### config.mk
export PLATFORM = sky130hd
export DESIGN_NAME = alu_arbiter_flat
export DESIGN_NICKNAME = d
export VERILOG_FILES = /design/src/rtl/alu_arbiter_if.sv /design/src/rtl/alu_arbiter.sv /design/src/flat_wrapper.sv
export SDC_FILE = /design/constraint.sdc
export NUM_CORES = 1
export LEC_CHECK = 0
export BUFFER_PORTS_ARGS = -buffer_cell sky130_fd_sc_hd__buf_2
export CAP_MARGIN = 20
export CORE_MARGIN = 3
export CORE_UTILIZATION = 40
export DETAILED_ROUTE_END_ITERATION = 7
export GPL_ROUTABILITY_DRIVEN = 0
export PLACE_DENSITY = 0.87
export SLEW_MARGIN = 20
export SYNTH_ARGS = -nofsm -noshare
export SYNTH_HDL_FRONTEND = slang
export SYNTH_SLANG_ARGS = --single-unit
export TNS_END_PERCENT = 30
### constraint.sdc
create_clock -name clk -period 1.5 [get_ports clk]
set_clock_uncertainty 0.05 [all_clocks]
set_input_delay 0.225 -clock clk [delete_from_list [all_inputs] [get_ports clk]]
set_output_delay 0.225 -clock clk [all_outputs]
set_load 0.1 [all_outputs]
### src/rtl/alu_arbiter_if.sv
// Request, ALU and response signals between two requesters, the arbiter and a shared 16-bit ALU.
// The slave modport is the arbiter's view; the master modport is the surrounding environment.
interface alu_arbiter_if;
    logic        req0_valid, req1_valid;
    logic        req0_ready, req1_ready;
    logic [15:0] req0_opA, req0_opB, req1_opA, req1_opB;
    logic [1:0]  req0_sel, req1_sel;
    logic [15:0] alu_opA, alu_opB;
    logic [1:0]  alu_sel;
    logic [15:0] alu_res;
    logic        alu_flag_c, alu_flag_z, alu_flag_o;
    logic        rsp_valid, rsp_ready, rsp_id;
    logic [15:0] rsp_res;
    logic        rsp_flag_c, rsp_flag_z, rsp_flag_o;
    logic        busy;

    modport slave (
        input  req0_valid, req1_valid, req0_opA, req0_opB, req1_opA, req1_opB, req0_sel, req1_sel,
        input  alu_res, alu_flag_c, alu_flag_z, alu_flag_o, rsp_ready,
        output req0_ready, req1_ready, alu_opA, alu_opB, alu_sel,
        output rsp_valid, rsp_id, rsp_res, rsp_flag_c, rsp_flag_z, rsp_flag_o, busy
    );

    modport master (
        output req0_valid, req1_valid, req0_opA, req0_opB, req1_opA, req1_opB, req0_sel, req1_sel,
        output alu_res, alu_flag_c, alu_flag_z, alu_flag_o, rsp_ready,
        input  req0_ready, req1_ready, alu_opA, alu_opB, alu_sel,
        input  rsp_valid, rsp_id, rsp_res, rsp_flag_c, rsp_flag_z, rsp_flag_o, busy
    );
endinterface

### src/rtl/alu_arbiter.sv
// Arbitrates two requesters onto one shared combinational ALU and captures result plus flags.
// Response two cycles after accept; one operation in flight, readies held low until the response is taken.
module alu_arbiter #(
    parameter bit FIXED_PRIO = 1'b0
) (
    input  logic         clk,
    input  logic         rst_n,
    alu_arbiter_if.slave bus
);
    typedef enum logic [1:0] {IDLE = 2'd0, EXEC = 2'd1, RESP = 2'd2} state_t;

    state_t      r_state;
    logic        r_last;
    logic        r_busy;
    logic [15:0] r_opa, r_opb, r_res;
    logic [1:0]  r_sel;
    logic        r_rsp_valid, r_rsp_id;
    logic        r_flag_c, r_flag_z, r_flag_o;
    logic        w_idle, w_gnt0, w_gnt1;

    // Readies are gated by rst_n so they drop the moment reset asserts, not at the next edge.
    assign w_idle = rst_n && (r_state == IDLE);
    assign w_gnt1 = w_idle && bus.req1_valid && (!bus.req0_valid || (!FIXED_PRIO && !r_last));
    assign w_gnt0 = w_idle && bus.req0_valid && !w_gnt1;

    always_ff @(posedge clk or negedge rst_n) begin
        if (!rst_n) begin
            r_state     <= IDLE;
            r_last      <= 1'b1;
            r_busy      <= 1'b0;
            r_opa       <= '0;
            r_opb       <= '0;
            r_sel       <= '0;
            r_res       <= '0;
            r_rsp_valid <= 1'b0;
            r_rsp_id    <= 1'b0;
            r_flag_c    <= 1'b0;
            r_flag_z    <= 1'b0;
            r_flag_o    <= 1'b0;
        end else begin
            case (r_state)
                IDLE: begin
                    if (w_gnt0 || w_gnt1) begin
                        r_opa   <= w_gnt1 ? bus.req1_opA : bus.req0_opA;
                        r_opb   <= w_gnt1 ? bus.req1_opB : bus.req0_opB;
                        r_sel   <= w_gnt1 ? bus.req1_sel : bus.req0_sel;
                        r_last  <= w_gnt1;
                        r_busy  <= 1'b1;
                        r_state <= EXEC;
                    end
                end
                // r_last doubles as the owner of the operation in flight.
                EXEC: begin
                    r_res       <= bus.alu_res;
                    r_flag_c    <= bus.alu_flag_c;
                    r_flag_z    <= bus.alu_flag_z;
                    r_flag_o    <= bus.alu_flag_o;
                    r_rsp_id    <= r_last;
                    r_rsp_valid <= 1'b1;
                    r_state     <= RESP;
                end
                RESP: begin
                    if (bus.rsp_ready) begin
                        r_rsp_valid <= 1'b0;
                        r_busy      <= 1'b0;
                        r_state     <= IDLE;
                    end
                end
                default: begin
                    r_rsp_valid <= 1'b0;
                    r_busy      <= 1'b0;
                    r_state     <= IDLE;
                end
            endcase
        end
    end

    assign bus.req0_ready = w_gnt0;
    assign bus.req1_ready = w_gnt1;
    assign bus.alu_opA    = r_opa;
    assign bus.alu_opB    = r_opb;
    assign bus.alu_sel    = r_sel;
    assign bus.rsp_valid  = r_rsp_valid;
    assign bus.rsp_id     = r_rsp_id;
    assign bus.rsp_res    = r_res;
    assign bus.rsp_flag_c = r_flag_c;
    assign bus.rsp_flag_z = r_flag_z;
    assign bus.rsp_flag_o = r_flag_o;
    assign bus.busy       = r_busy;
endmodule

### src/flat_wrapper.sv
// flat-port wrapper written by rule: the top's interface ports become plain ports
module alu_arbiter_flat 
#(
    parameter bit FIXED_PRIO = 1'b0
)
  (clk, rst_n, bus_req0_valid, bus_req1_valid, bus_req0_opA, bus_req0_opB, bus_req1_opA, bus_req1_opB, bus_req0_sel, bus_req1_sel, bus_alu_res, bus_alu_flag_c, bus_alu_flag_z, bus_alu_flag_o, bus_rsp_ready, bus_req0_ready, bus_req1_ready, bus_alu_opA, bus_alu_opB, bus_alu_sel, bus_rsp_valid, bus_rsp_id, bus_rsp_res, bus_rsp_flag_c, bus_rsp_flag_z, bus_rsp_flag_o, bus_busy);
  alu_arbiter_if bus_i ();
  input  logic clk;
  input  logic rst_n;
  input wire logic [$bits(bus_i.req0_valid)-1:0] bus_req0_valid;
  input wire logic [$bits(bus_i.req1_valid)-1:0] bus_req1_valid;
  input wire logic [$bits(bus_i.req0_opA)-1:0] bus_req0_opA;
  input wire logic [$bits(bus_i.req0_opB)-1:0] bus_req0_opB;
  input wire logic [$bits(bus_i.req1_opA)-1:0] bus_req1_opA;
  input wire logic [$bits(bus_i.req1_opB)-1:0] bus_req1_opB;
  input wire logic [$bits(bus_i.req0_sel)-1:0] bus_req0_sel;
  input wire logic [$bits(bus_i.req1_sel)-1:0] bus_req1_sel;
  input wire logic [$bits(bus_i.alu_res)-1:0] bus_alu_res;
  input wire logic [$bits(bus_i.alu_flag_c)-1:0] bus_alu_flag_c;
  input wire logic [$bits(bus_i.alu_flag_z)-1:0] bus_alu_flag_z;
  input wire logic [$bits(bus_i.alu_flag_o)-1:0] bus_alu_flag_o;
  input wire logic [$bits(bus_i.rsp_ready)-1:0] bus_rsp_ready;
  output wire logic [$bits(bus_i.req0_ready)-1:0] bus_req0_ready;
  output wire logic [$bits(bus_i.req1_ready)-1:0] bus_req1_ready;
  output wire logic [$bits(bus_i.alu_opA)-1:0] bus_alu_opA;
  output wire logic [$bits(bus_i.alu_opB)-1:0] bus_alu_opB;
  output wire logic [$bits(bus_i.alu_sel)-1:0] bus_alu_sel;
  output wire logic [$bits(bus_i.rsp_valid)-1:0] bus_rsp_valid;
  output wire logic [$bits(bus_i.rsp_id)-1:0] bus_rsp_id;
  output wire logic [$bits(bus_i.rsp_res)-1:0] bus_rsp_res;
  output wire logic [$bits(bus_i.rsp_flag_c)-1:0] bus_rsp_flag_c;
  output wire logic [$bits(bus_i.rsp_flag_z)-1:0] bus_rsp_flag_z;
  output wire logic [$bits(bus_i.rsp_flag_o)-1:0] bus_rsp_flag_o;
  output wire logic [$bits(bus_i.busy)-1:0] bus_busy;
  assign bus_i.req0_valid = bus_req0_valid;
  assign bus_i.req1_valid = bus_req1_valid;
  assign bus_i.req0_opA = bus_req0_opA;
  assign bus_i.req0_opB = bus_req0_opB;
  assign bus_i.req1_opA = bus_req1_opA;
  assign bus_i.req1_opB = bus_req1_opB;
  assign bus_i.req0_sel = bus_req0_sel;
  assign bus_i.req1_sel = bus_req1_sel;
  assign bus_i.alu_res = bus_alu_res;
  assign bus_i.alu_flag_c = bus_alu_flag_c;
  assign bus_i.alu_flag_z = bus_alu_flag_z;
  assign bus_i.alu_flag_o = bus_alu_flag_o;
  assign bus_i.rsp_ready = bus_rsp_ready;
  assign bus_req0_ready = bus_i.req0_ready;
  assign bus_req1_ready = bus_i.req1_ready;
  assign bus_alu_opA = bus_i.alu_opA;
  assign bus_alu_opB = bus_i.alu_opB;
  assign bus_alu_sel = bus_i.alu_sel;
  assign bus_rsp_valid = bus_i.rsp_valid;
  assign bus_rsp_id = bus_i.rsp_id;
  assign bus_rsp_res = bus_i.rsp_res;
  assign bus_rsp_flag_c = bus_i.rsp_flag_c;
  assign bus_rsp_flag_z = bus_i.rsp_flag_z;
  assign bus_rsp_flag_o = bus_i.rsp_flag_o;
  assign bus_busy = bus_i.busy;
  alu_arbiter #(.FIXED_PRIO(FIXED_PRIO)) u_core (.clk(clk), .rst_n(rst_n), .bus(bus_i));
endmodule
==> Flow_metrics.wiki, run 1 <==
{| class="wikitable"
! Metric !! Value
|-
| Run status || finished with violations
|-
| Failing checks || negative setup slack
|-
| Critical path required time || approximately 1.2 ns
|-
| Synth async-reset ratio || 100%
|-
| Minimum setup slack among reg-to-reg paths || -0.19 ns
|-
| Sequential-to-total area share from yosys stat || around 53%
|-
| Routed Wire Length || around 9000 um
|-
| Fin Setup TNS || -6.08 ns
|-
| Area of the mapped netlist || about 0.0028 mm2
|-
| Prevailing post-synth register cell || dfrtp_1
|-
| Total global-route track usage || between 20% and 30%
|-
| Number of endpoints with negative hold slack in the final report || 0
|-
| Fin cells || ~500
|-
| Net count of the finished layout || roughly 510
|-
| Die Width || just under 90 um
|-
| CTS sink cnt || between 50 and 60
|-
| Portion of the clock cycle consumed by the worst path in the final layout || 124%
|-
| Initial antenna violation count || 0
|-
| Violation count after the first detailed-routing iteration || a little over 200
|-
| WL per Instance || ~18 um
|-
| TritonCTS clock tree || built
|-
| Time the final worst path needs with I/O delays and setup || ~1.9 ns
|-
| Synth top area share || roughly 52%
|-
| Worst setup EP type || output port
|-
| Type of the worst setup path || reg2out
|-
| Worst skew pair latency || around 0.33 ns
|-
| Filler Cell Count || approximately 530
|-
| Crit Path Max Fanout || 3
|-
| Crit-path leading delay family || simple AND/OR/NAND/NOR gates
|-
| Post-Route Hold Slack || 0.0597 ns
|-
| Cell count of the worst hold path || 2
|-
| First-pass GRT wire length || roughly 13,000 um
|-
| Largest incremental delay on the critical path || 0.44 ns
|-
| Area of the core || between 0.006 and 0.007 mm2
|-
| Slew of the pin with the lowest slew margin || about 0.6 ns
|-
| Cell type with the highest aggregate area in the netlist || dfrtp_1
|-
| Antenna violation net count after detailed routing || 0
|-
| Clock buffers created by TritonCTS || 9
|-
| Number of port buffers || between 100 and 150
|-
| Worst-path cell chain || or3b_4, a211oi_4, buf_12
|-
| Synthesized area per cell || approximately 11 um2
|-
| Die footprint || slightly below 0.008 mm2
|-
| Cell chosen for the clock root || clkbuf_8
|-
| Maximum number of buffers from clock root to sink || 2
|-
| Max-cap violation count || 0
|-
| Cells after synthesis || about 260
|-
| Crit path depth || 3
|-
| Kind of start point of the critical path || flip-flop
|-
| Top cells by instance count after synthesis || 58 x dfrtp_1, 34 x a21oi_1, 34 x nand3_1
|-
| Maximum number of pins on one net before global-route repair || just over 50
|-
| Number of optimization iterations in the first detailed-route pass || 4
|-
| Count of flip-flops with a built-in enable after synthesis || 0
|-
| Cell with the most instances after synthesis || dfrtp_1
|-
| Headroom to the max-slew limit || 59.5%
|-
| Crit path buffers/inverters || 1
|-
| Number of global-route vias before repair || ~2.7k
|-
| Critical path's slowest cell || or3b_4
|-
| Total via count after detailed routing || about 2.8k
|-
| Area growth from synthesis to layout || 51.0%
|-
| Clock-pin transition on the worst setup and hold timing paths || around 0.070 ns
|-
| Number of setup violations in the final report || 38
|-
| Setup repair after global routing missed its margin || yes
|-
| Remaining Overflow, GRT || 0
|-
| Row Count || 29
|-
| Syn nets || 351
|-
| DR vias/cell || 5.57
|-
| Max Freq || around 540 MHz
|-
| Number of H-tree levels || 3
|-
| Antenna cells || 0
|-
| CP Data Arrival Time || between 1.5 and 2 ns
|-
| DP HPWL || around 5800 um
|-
| DRC Markers || 0
|-
| Layout cells sized above 1 || 54.4%
|-
| Count of distinct cell types in the synthesized netlist || 28
|-
| Number of placed cells counting well taps || ~480
|-
| Number of placed I/O pins || 150
|-
| Pins over their slew limit || 0
|-
| Die height || ~89 um
|-
| Area contributors post-synth || dfrtp_1 52%, mux2_1 8.1%, a31oi_1 7.5%
|-
| Flip-flop and latch count after synthesis || 59
|-
| Class of the tightest hold or removal check || in2reg
|-
| Yosys Warn Count || 0
|-
| Initial Utilization || between 40% and 50%
|-
| Final Worst Setup Slack || -0.363 ns
|-
| Cell count of the worst reg-to-reg path || 6
|-
| Util after Layout || 63.9%
|}
metrics by stage:
stage	worst slack (ns)	cell area, um2
after floorplan	-0.652	2780
after global placement	-0.0953	3650
after detailed placement	-0.138	3650
after CTS	-0.379	3960
after global routing	-0.404	4180
final	-0.363	4180
cell families (layout without fill, tap and decap cells):
kind of cell / count (synthesis) / in the layout / synth area share (%)
AND/OR/NAND/NOR: 41 / 41 / 7.96
AO/OA/AOI/OAI: 110 / 110 / 23.0
buffers and inverters: 29 / 195 / 7.42
multiplexers: 20 / 20 / 8.14
flip-flops: 59 / 59 / 53.4
cells in the final DEF (no fill, tap or decap), types with 2 or more instances in the layout:
| master | synthesis | final |
|---|---|---|
| buf_4 | 1 | 12 |
| buf_6 | 11 | 6 |
| buf_12 | 0 | 7 |
| buf_8 | 0 | 2 |
| a21oi_1 | 34 | 34 |
| buf_2 | 8 | 147 |
| a21o_1 | 2 | 2 |
| bufinv_16 | 0 | 2 |
| o21ai_1 | 31 | 6 |
| clkbuf_16 | 0 | 2 |
| mux2_1 | 20 | 19 |
| o21ai_2 | 1 | 27 |
| clkbuf_8 | 0 | 10 |
| a31oi_1 | 33 | 33 |
| dfrtp_1 | 58 | 58 |
| clkinvlp_4 | 0 | 2 |
| nand3_1 | 34 | 34 |
| inv_1 | 2 | 2 |
sequential cells by signal, indices dropped and copies added, names as in the netlist:
| signal | count |
|---|---|
| u_core.r_last | 1 |
| u_core.bus.rsp_valid | 1 |
| u_core.r_state | 2 |
| u_core.bus.alu_sel | 2 |
| u_core.bus.rsp_flag_z | 1 |
| u_core.bus.busy | 1 |
| u_core.bus.alu_opA | 16 |
| u_core.bus.alu_opB | 16 |
| u_core.bus.rsp_id | 1 |
| u_core.bus.rsp_res | 16 |
| u_core.bus.rsp_flag_c | 1 |
| u_core.bus.rsp_flag_o | 1 |
layer usage:
layer / track usage (%) / vias up / routed length, um
li1: - / 1295 / -
met1: 24.9 / 1365 / 3660
met2: 36.2 / 129 / 4610
met3: 5.07 / 8 / 685
met4: 7.17 / 0 / 85
met5: 0 / - / 0
path summary, 6_finish.rpt:
| kind | start | end |
|---|---|---|
| worst min-delay path | bus_alu_res[7] | u_core.bus.rsp_res[7] |
| worst max-delay path | u_core.r_state[1] | bus_req0_ready |
| worst max register to register | u_core.r_state[1] | u_core.bus.alu_opA[6] |
| max in group asynchronous | rst_n | u_core.bus.alu_opA[0] |
| min in group asynchronous | rst_n | u_core.r_state[0] |
| worst min register to register | u_core.bus.busy | u_core.bus.busy |
final cells by class:
type	count	area (um2)	area share (%)
flip-flops and latches	59	1480	35.4
inverters	2	7.51	0.180
repair buffers	178	1150	27.6
clock buffers	11	141	3.39
clock inverters	4	75.1	1.80
well taps	77	96.3	2.31
multi-input cells	171	1230	29.4
timing repair:
item                                   in CTS  in global routing
endpoints found under the hold margin      13                  0
setup buffers                               1                  3
resized for setup                          13                 33
setup endpoints to repair                  31                 36
pin swaps                                   0                 26
hold buffers                                1                  0
gates cloned                                1                  4
Power of run 1 is not shown: default switching activity piles up to over one toggle a cycle in this logic, so the estimate is an artifact.
==> run 2, diff against run 1 <==
--- a/config.mk
+++ b/config.mk
@@ -7,11 +7,11 @@
 export LEC_CHECK = 0
 export BUFFER_PORTS_ARGS = -buffer_cell sky130_fd_sc_hd__buf_2
 export CAP_MARGIN = 20
-export CORE_MARGIN = 3
-export CORE_UTILIZATION = 40
+export CORE_MARGIN = 2
+export CORE_UTILIZATION = 48
 export DETAILED_ROUTE_END_ITERATION = 7
 export GPL_ROUTABILITY_DRIVEN = 0
-export PLACE_DENSITY = 0.87
+export PLACE_DENSITY = 0.95
 export SLEW_MARGIN = 20
 export SYNTH_ARGS = -nofsm -noshare
 export SYNTH_HDL_FRONTEND = slang
==> constraint.sdc (replaced) <==
create_clock -name clk -period 2.4 [get_ports clk]
set_clock_uncertainty 0.05 [all_clocks]
set_input_delay 0.36 -clock clk [delete_from_list [all_inputs] [get_ports clk]]
set_output_delay 0.36 -clock clk [all_outputs]
set_load 0.1 [all_outputs]
==> Flow_metrics.wiki, run 2 (synthesis gave the netlist of run 1 again) <==
{| class="wikitable"
! Metric !! Value
|-
| Initial antenna violation count || 0
|-
| Number of endpoints with negative hold slack in the final report || 0
|-
| DP HPWL || about 5200 um
|-
| Net count of the finished layout || 494
|-
| Crit Path Max Fanout || 6
|-
| Post-CTS setup buffers || 0
|-
| Headroom to the max-slew limit || between 50% and 60%
|-
| Row Count || 27
|-
| Type of the worst setup path || reg2out
|-
| CP Data Arrival Time || between 1.5 and 2 ns
|-
| Number of port buffers || 149
|-
| Number of global-route vias before repair || 2,529
|-
| Number of optimization iterations in the first detailed-route pass || 4
|-
| Die Width || about 80 um
|-
| Remaining Overflow, GRT || 0
|-
| Launch point of the worst reg-to-reg path || u_core.r_state[0]
|-
| Minimum setup slack among reg-to-reg paths || 0.50 ns
|-
| Die footprint || 0.00638 mm2
|-
| Total global-route track usage || roughly 24%
|-
| Top library cells by usage in the layout, fill and taps aside || 147 x buf_2, 58 x dfrtp_1, 34 x nand3_1, 34 x a21oi_1, 33 x a31oi_1
|-
| Area of the core || around 0.0055 mm2
|-
| Multi-input logic area || roughly 0.0011 mm2
|-
| Fin Setup TNS || 0 ns
|-
| TritonCTS clock tree || built
|-
| Endpoint of the worst register-to-register path || u_core.bus.alu_opA[11]
|-
| Layout cells sized above 1 || approximately 45%
|-
| Slew of the pin with the lowest slew margin || roughly 0.72 ns
|-
| Number of H-tree levels || 3
|-
| Kind of start point of the critical path || flip-flop
|-
| Run status || finished, final reports clean
|-
| Maximum number of buffers from clock root to sink || 2
|-
| Sequential cell area || ~0.0015 mm2
|-
| Max-cap violation count || 0
|-
| Critical path required time || about 2.0 ns
|-
| Filler Cell Count || 459
|-
| Total via count after detailed routing || between 2k and 3k
|-
| First-pass GRT wire length || about 12,000 um
|-
| Area growth from synthesis to layout || 35.1%
|-
| Worst setup timing slack at the placement stage || ~0.4 ns
|-
| Quantity of gates resized following cts || 0
|-
| Worst skew pair latency || 0.32 ns
|-
| Antenna violation net count after detailed routing || 0
|-
| Die height || between 70 and 80 um
|-
| Time the final worst path needs with I/O delays and setup || around 2.2 ns
|-
| Number of setup violations in the final report || 0
|-
| Worst setup EP type || output port
|-
| Initial Utilization || 49.9%
|-
| Cell chosen for the clock root || clkbuf_8
|-
| Pins over their slew limit || 0
|-
| CTS sink cnt || 59
|-
| Routed Wire Length || ~7600 um
|-
| Number of buffers inserted by hold repair at cts || 2
|-
| Antenna cells || 0
|-
| Clock-pin transition on the worst setup and hold timing paths || about 0.07 ns
|-
| Commonest non-fill, non-tap cell in the layout || buf_2
|-
| Cell count of the worst reg-to-reg path || 3
|-
| Number of placed I/O pins || 150
|-
| Final Worst Setup Slack || around 0.16 ns
|-
| Maximum number of pins on one net before global-route repair || 54
|-
| WL per Instance || around 16 um
|-
| Max Freq || 447 MHz
|-
| Setup repair after global routing missed its margin || no
|-
| Violation count after the first detailed-routing iteration || 175
|-
| Class of the tightest hold or removal check || in2async
|-
| Portion of the clock cycle consumed by the worst path in the final layout || just over 90%
|-
| DRC Markers || 0
|-
| Clock buffers created by TritonCTS || 9
|-
| DR vias/cell || between 5 and 6
|}
## run 2: worst max-delay path, cell delays in order, from the launching register on
cell,delay [ns]
dfrtp_1,0.46
or3b_1,0.53
a211oi_4,0.31
buf_12,0.21
## run 2: layout make-up
cell class	instances	area share (%)
clock buffers	11	3.78
clock inverters	5	1.41
inverters	2	0.201
multi-input cells	171	29.4
flip-flops and latches	59	39.6
well taps	72	2.41
repair buffers	159	23.2
## run 2: through the flow
stage / util (%) / hold slack (ns) / cell area, um2 / cells
2_1_floorplan: - / 0.0144 / 2770 / 259
3_3_place_gp: 63.6 / 0.156 / 3520 / 461
3_5_place_dp: 63.6 / 0.159 / 3520 / 461
4_1_cts: 67.4 / 0.188 / 3740 / 479
5_1_grt: 67.4 / 0.190 / 3740 / 479
6_report: 67.4 / 0.174 / 3740 / 479
## run 2: routing by layer
layer  global-route usage [%]  share of wire (%)  vias to the layer above
met2                     42.5                 51                      132
met1                     29.9                 41                     1270
met3                     3.85                6.8                       15
met5                        0                  0                        -
met4                     9.66                1.8                        0
li1                         -                  -                     1256
## run 2: how the worst max path moves through the flow
stage                                  from               endpoint  slack (ns)  cells after the start
final                     u_core.r_state[0]         bus_req0_ready        0.16                      3
after detailed placement     bus_req1_valid  u_core.bus.alu_opB[6]        0.40                      4
after global placement                rst_n         bus_req0_ready        0.49                      4
after global routing      u_core.r_state[0]         bus_req0_ready        0.11                      3
after CTS                 u_core.r_state[0]         bus_req0_ready        0.14                      3
after floorplan           u_core.r_state[0]         bus_req1_ready       -0.35                      4
Power of run 2 is left out for the same reason.
